**src/rtl/key_req_pkg.sv**
```systemverilog
// Shared types for the key request driver: key width, key type and FSM state encoding.
package key_req_pkg;
  localparam int KEY_W = 4;

  typedef logic [KEY_W-1:0] key_t;

  typedef enum logic [1:0] {IDLE, REQ, GAP} drv_state_t;
endpackage

```
**src/rtl/key_fifo.sv**
```systemverilog
// Small circular FIFO holding keys waiting to be requested; head is the oldest entry, no bypass.
module key_fifo
  import key_req_pkg::*;
#(
  parameter int DEPTH = 4,
  localparam int AW = $clog2(DEPTH),
  localparam int CNTW = $clog2(DEPTH + 1)
) (
  input  logic            clk,
  input  logic            rst,
  input  logic            push,
  input  key_t            push_key,
  input  logic            pop,
  output key_t            head,
  output logic            full,
  output logic            empty,
  output logic [CNTW-1:0] count
);

  key_t          mem [DEPTH];
  logic [AW-1:0] wr_ptr;
  logic [AW-1:0] rd_ptr;
  logic          push_ok;
  logic          pop_ok;

  assign push_ok = push && !full;
  assign pop_ok  = pop && !empty;

  always_ff @(posedge clk) begin
    if (push_ok) mem[wr_ptr] <= push_key;
  end

  // Pointers wrap naturally because DEPTH is a power of two.
  always_ff @(posedge clk) begin
    if (rst) begin
      wr_ptr <= '0;
      rd_ptr <= '0;
      count  <= '0;
    end else begin
      if (push_ok) wr_ptr <= wr_ptr + 1'b1;
      if (pop_ok)  rd_ptr <= rd_ptr + 1'b1;
      case ({push_ok, pop_ok})
        2'b10:   count <= count + 1'b1;
        2'b01:   count <= count - 1'b1;
        default: count <= count;
      endcase
    end
  end

  assign head  = mem[rd_ptr];
  assign full  = (count == CNTW'(DEPTH));
  assign empty = (count == '0);

endmodule

```
**src/rtl/key_req_driver.sv**
```systemverilog
// Presents queued keys one at a time on req/req_key until ack or timeout, reports each
// finished key on the done interface, and keeps req low for GAP cycles between requests.
module key_req_driver
  import key_req_pkg::*;
#(
  parameter int DEPTH   = 4,
  parameter int TIMEOUT = 20,
  parameter int GAP     = 1,
  localparam int CW = $clog2(TIMEOUT + 1)
) (
  input  logic          clk,
  input  logic          rst,
  input  logic          in_valid,
  output logic          in_ready,
  input  key_t          in_key,
  output logic          req,
  output key_t          req_key,
  input  logic          ack,
  output logic          done_valid,
  output key_t          done_key,
  output logic [CW-1:0] done_cycles,
  output logic          done_err
);

  localparam int GW   = (GAP > 1) ? $clog2(GAP) : 1;
  localparam int CNTW = $clog2(DEPTH + 1);

  drv_state_t      state;
  logic [CW-1:0]   wait_cnt;
  logic [GW-1:0]   gap_cnt;
  logic            fifo_full;
  logic            fifo_empty;
  logic [CNTW-1:0] fifo_count;
  logic            timed_out;
  logic            finish;

  assign in_ready  = !fifo_full;
  assign timed_out = (wait_cnt == CW'(TIMEOUT - 1));
  // Ack is checked before timeout, so an ack on the last allowed cycle still counts.
  assign finish    = (state == REQ) && !fifo_empty && (ack || timed_out);

  key_fifo #(.DEPTH(DEPTH)) u_fifo (
    .clk      (clk),
    .rst      (rst),
    .push     (in_valid && in_ready),
    .push_key (in_key),
    .pop      (finish),
    .head     (req_key),
    .full     (fifo_full),
    .empty    (fifo_empty),
    .count    (fifo_count)
  );

  always_ff @(posedge clk) begin
    if (rst) begin
      state       <= IDLE;
      req         <= 1'b0;
      wait_cnt    <= '0;
      gap_cnt     <= '0;
      done_valid  <= 1'b0;
      done_key    <= '0;
      done_cycles <= '0;
      done_err    <= 1'b0;
    end else begin
      done_valid <= 1'b0;
      case (state)
        IDLE: begin
          if (fifo_count != '0) begin
            state    <= REQ;
            req      <= 1'b1;
            wait_cnt <= '0;
          end
        end
        REQ: begin
          if (finish) begin
            req         <= 1'b0;
            done_valid  <= 1'b1;
            done_key    <= req_key;
            done_cycles <= wait_cnt;
            done_err    <= !ack;
            if (GAP > 0) begin
              state   <= key_req_pkg::GAP;
              gap_cnt <= '0;
            end else begin
              state <= IDLE;
            end
          end else begin
            wait_cnt <= wait_cnt + 1'b1;
          end
        end
        key_req_pkg::GAP: begin
          gap_cnt <= gap_cnt + 1'b1;
          if (gap_cnt == GW'(GAP - 1)) state <= IDLE;
        end
        default: begin
          state <= IDLE;
          req   <= 1'b0;
        end
      endcase
    end
  end

endmodule
```
**config.mk**
```make
export PLATFORM = sky130hd
export DESIGN_NAME = key_req_driver
export DESIGN_NICKNAME = d
export VERILOG_FILES = /design/src/rtl/key_req_pkg.sv /design/src/rtl/key_fifo.sv /design/src/rtl/key_req_driver.sv
export SDC_FILE = /design/constraint.sdc
export NUM_CORES = 1
export LEC_CHECK = 0
export ABC_AREA = 0
export CAP_MARGIN = 20
export CORE_MARGIN = 2
export CORE_UTILIZATION = 48
export DETAILED_ROUTE_END_ITERATION = 12
export GPL_TIMING_DRIVEN = 0
export PLACE_DENSITY_LB_ADDON = 0.3
export SYNTH_ARGS = -nofsm -noshare
export SYNTH_HDL_FRONTEND = slang
export SYNTH_SLANG_ARGS = --single-unit
```
**constraint.sdc**
```tcl
create_clock -name clk -period 2.35 [get_ports clk]
set_input_delay 0.5875 -clock clk [delete_from_list [all_inputs] [get_ports clk]]
set_output_delay 0.5875 -clock clk [all_outputs]
set_load 0.02 [all_outputs]
```
==> impl_metrics.env <==
export IMPL_tightest_slew_ns=0.629
export IMPL_p_int_mw=1.38
export IMPL_finalNonFillerCells=239
export IMPL_die_area_um2=4390
export IMPL_start_util=0.504
export IMPL_combPwrFrac=0.192
export IMPL_grt_pass1_vias=1234
export IMPL_power_total_mw=1.88
export IMPL_worst_r2r_startpoint="u_fifo.count[0]"
export IMPL_seqPwrFrac=0.489
export IMPL_rsz0062_at_grt="no"
export IMPL_antenna_found_initial=0
export IMPL_min_from="done_err"
export IMPL_yosysWarnings=0
export IMPL_synthDistinctLibCells=36
export IMPL_topRoutingLayerUsed="met4"
export IMPL_synth_mux_area_frac=0.102
export IMPL_synth_adder_area_share=0.0511
export IMPL_area_delta_synth_final_pct=25.6
export IMPL_rows=22
export IMPL_path_class="flip-flop to flip-flop"
export IMPL_start_kind="flip-flop"
export IMPL_grt_start_max_net_pins=14
export IMPL_synth_top_area_frac=0.312
export IMPL_p_sw_frac=0.263
export IMPL_numCtsBuffers=5
export IMPL_die_w_um=66.3
export IMPL_synth_flop_cell="dfxtp_1"
export IMPL_diodes=0
export IMPL_dp_cells=226
export IMPL_cts_tree="yes"
export IMPL_cap_violations=0
export IMPL_synth_top_family_by_area="simple AND/OR/NAND/NOR gates"
export IMPL_holdPathStages=1
export IMPL_pwr_share_clk=0.318
export IMPL_hold_path_end="done_err"
export IMPL_finalSetupTns_ns=0
export IMPL_drtPass1Iterations=4
export IMPL_cp_max_fo=6
export IMPL_ys_seq_elements=45
export IMPL_overflow=0
export IMPL_port_buffers=23
export IMPL_synth_simple_gate_area_frac=0.132
export IMPL_synth_area_top_cells="dfxtp_1 31%, edfxtp_1 26%, mux2i_1 5.4%"
export IMPL_syn_nets=170
export IMPL_reg2reg_to="u_fifo.count[2]"
export IMPL_rr_worst_depth=9
export IMPL_whs_ns=0.486
export IMPL_synth_async_reset_ratio=0
export IMPL_finish_net_count=205
export IMPL_r2r_setup_slack_ns=0.10
export IMPL_routabilityCongestion=0.801
export IMPL_hold_violations=0
export IMPL_fin_worst_skew_ns=0.00445
export IMPL_required_ns=2.57
export IMPL_route_met3_wl_um=152
export IMPL_fmax_ghz=0.445
export IMPL_worstSetupEndpointType="flip-flop"
export IMPL_wl_per_cell_um=14.7
export IMPL_clock_sinks=45
export IMPL_synth_compound_area_share=0.0901
export IMPL_synth_top_cell_by_area="dfxtp_1"
export IMPL_route_met2_wl_mm=1.80
export IMPL_cts_root_buf="clkbuf_8"
export IMPL_finalMaxSlewViolations=0
export IMPL_vias=1255
export IMPL_grt_pass1_wl_mm=5.73
export IMPL_worst_slew_margin_rel=0.576
export IMPL_drcViolationCount=0
export IMPL_netlist_area_um2=1860
export IMPL_core_um2=3690
export IMPL_synthXorXnorAreaFrac=0.0188
export IMPL_fp_dieH_um=66.3
export IMPL_worstPathArrival_ns=2.47
export IMPL_fill_cells=295
export IMPL_drive_gt1_frac=0.188
export IMPL_clk_latency_ns=0.29
export IMPL_cts_clk_slew_worst_paths_ns=0.08
export IMPL_syn_instance_count=155
export IMPL_routed_wl_mm=3.52
export IMPL_initialDrtViolationCount=58
export IMPL_p_leak_nw=0.918
export IMPL_period_minus_slack_ns=2.25
export IMPL_grt_use_total=0.182
export IMPL_clock_path_buffers=2
export IMPL_power_density_nw_per_um2=804
export IMPL_status="completed"
export IMPL_synth_edff_count=16
export IMPL_avgSynthCellArea_um2=12.0
export IMPL_hold_class="flip-flop to flip-flop"
export IMPL_wl_met1_mm=1.55
export IMPL_setup_viol=0
export IMPL_ys_seq_area_frac=0.570
export IMPL_ir_drop_v=0.000327
export IMPL_htree_levels=2
export IMPL_dpl_hpwl_mm=2.54
export IMPL_viasPerCell=5.25
export IMPL_p_sw_mw=0.493
export IMPL_postRouteAntennaNets=0
export IMPL_utilization=0.633
export IMPL_finalCritPeriodShare=0.957
export IMPL_io_pins=25
## cell type report
cell class	count	area [um2]	area share
buffer	4	16.3	0.00696
clock buffer	7	86.3	0.0370
clock inverter	1	30.0	0.0129
inverter	10	37.5	0.0161
multi-input combinational	95	766	0.328
sequential	45	1070	0.458
tap	48	60.1	0.0257
timing repair buffer	29	269	0.115
## cells in the mapped netlist (2+ instances only)
library cell / n
ha_1: 6
xnor2_1: 2
nand2b_1: 2
dfxtp_1: 29
buf_1: 2
edfxtp_1: 16
mux4_2: 4
a31oi_2: 3
inv_1: 10
a21oi_1: 8
xor2_1: 2
or3_1: 6
and3_1: 6
nor2_1: 17
o21ai_0: 3
a31oi_1: 4
nand3_1: 3
mux2i_1: 10
or2_2: 2
nand2_1: 4
## flip-flops by register name, indices dropped and copies added (netlist names), named ones only
register	flops
req	1
u_fifo.mem	16
wait_cnt	5
done_key	4
u_fifo.count	3
u_fifo.wr_ptr	2
gap_cnt	1
done_valid	1
state	2
done_cycles	5
u_fifo.rd_ptr	2
done_err	1
## power groups by stage
stage	sequential [mW]	clock [mW]	combinational [mW]
floorplan	0.939	0	0.242
global placement	0.929	0	0.347
detailed placement	0.937	0	0.362
CTS	0.919	0.608	0.365
global route	0.929	0.639	0.394
finish	0.919	0.598	0.361
## per-layer routing
layer,track usage,vias to the layer above
met1,0.222,603
met2,0.306,28
li1,-,620
met4,0.0587,0
met3,0.0562,4
met5,0,-
## critical path, cell delays in order (launching register included)
cell	delay (ns)
dfxtp_1	0.34
or3b_4	0.43
and2_4	0.18
inv_1	0.07
ha_2	0.18
inv_1	0.05
fa_2	0.33
xor2_1	0.16
or3_1	0.31
a21oi_1	0.12
## cell usage in the layout, fill, tap and decap left out, drive strengths merged, types with 5 or more instances in the layout
| master | netlist | routed |
|---|---|---|
| clkbuf | 1 | 8 |
| a21oi | 8 | 8 |
| clkdlybuf4s50 | 0 | 18 |
| buf | 4 | 9 |
| ha | 6 | 6 |
| a31oi | 7 | 7 |
| inv | 10 | 10 |
| dfxtp | 29 | 29 |
| mux2i | 10 | 10 |
| or3 | 6 | 6 |
| dlygate4sd2 | 0 | 5 |
| nor2 | 17 | 17 |
| and3 | 6 | 6 |
| edfxtp | 16 | 16 |
## stage by stage
| stage | setup WS, ns | cell area, um2 |
|---|---|---|
| CTS | -0.0613 | 2330 |
| detailed placement | -0.581 | 2180 |
| finish | 0.101 | 2340 |
| global route | 0.0169 | 2340 |
| floorplan | 0.00439 | 1890 |
| global placement | -0.502 | 2180 |
## cells by family after synthesis
logic type      count (synthesis)
flops                          45
fa+ha+maj                       7
mux                            14
compound gates                 23
buf+inv                        15
xor+xnor                        4
simple gates                   47
## worst max-delay path by stage
stage / endpoint / slack (ns) / start
6_report: u_fifo.count[2] / 0.10 / u_fifo.count[0]
5_1_grt: u_fifo.count[2] / 0.02 / u_fifo.count[0]
4_1_cts: u_fifo.count[2] / -0.06 / wait_cnt[0]
3_5_place_dp: u_fifo.count[2] / -0.58 / ack
3_3_place_gp: u_fifo.count[2] / -0.50 / ack
2_1_floorplan: u_fifo.count[2] / 0.004 / wait_cnt[1]
## what timing repair did
item,in CTS,in global routing
setup buffers,4,2
setup endpoints to repair,6,1
pin swaps,1,3
gates resized for setup,8,4
hold buffers,0,0
(Power assumes the default switching activity.)
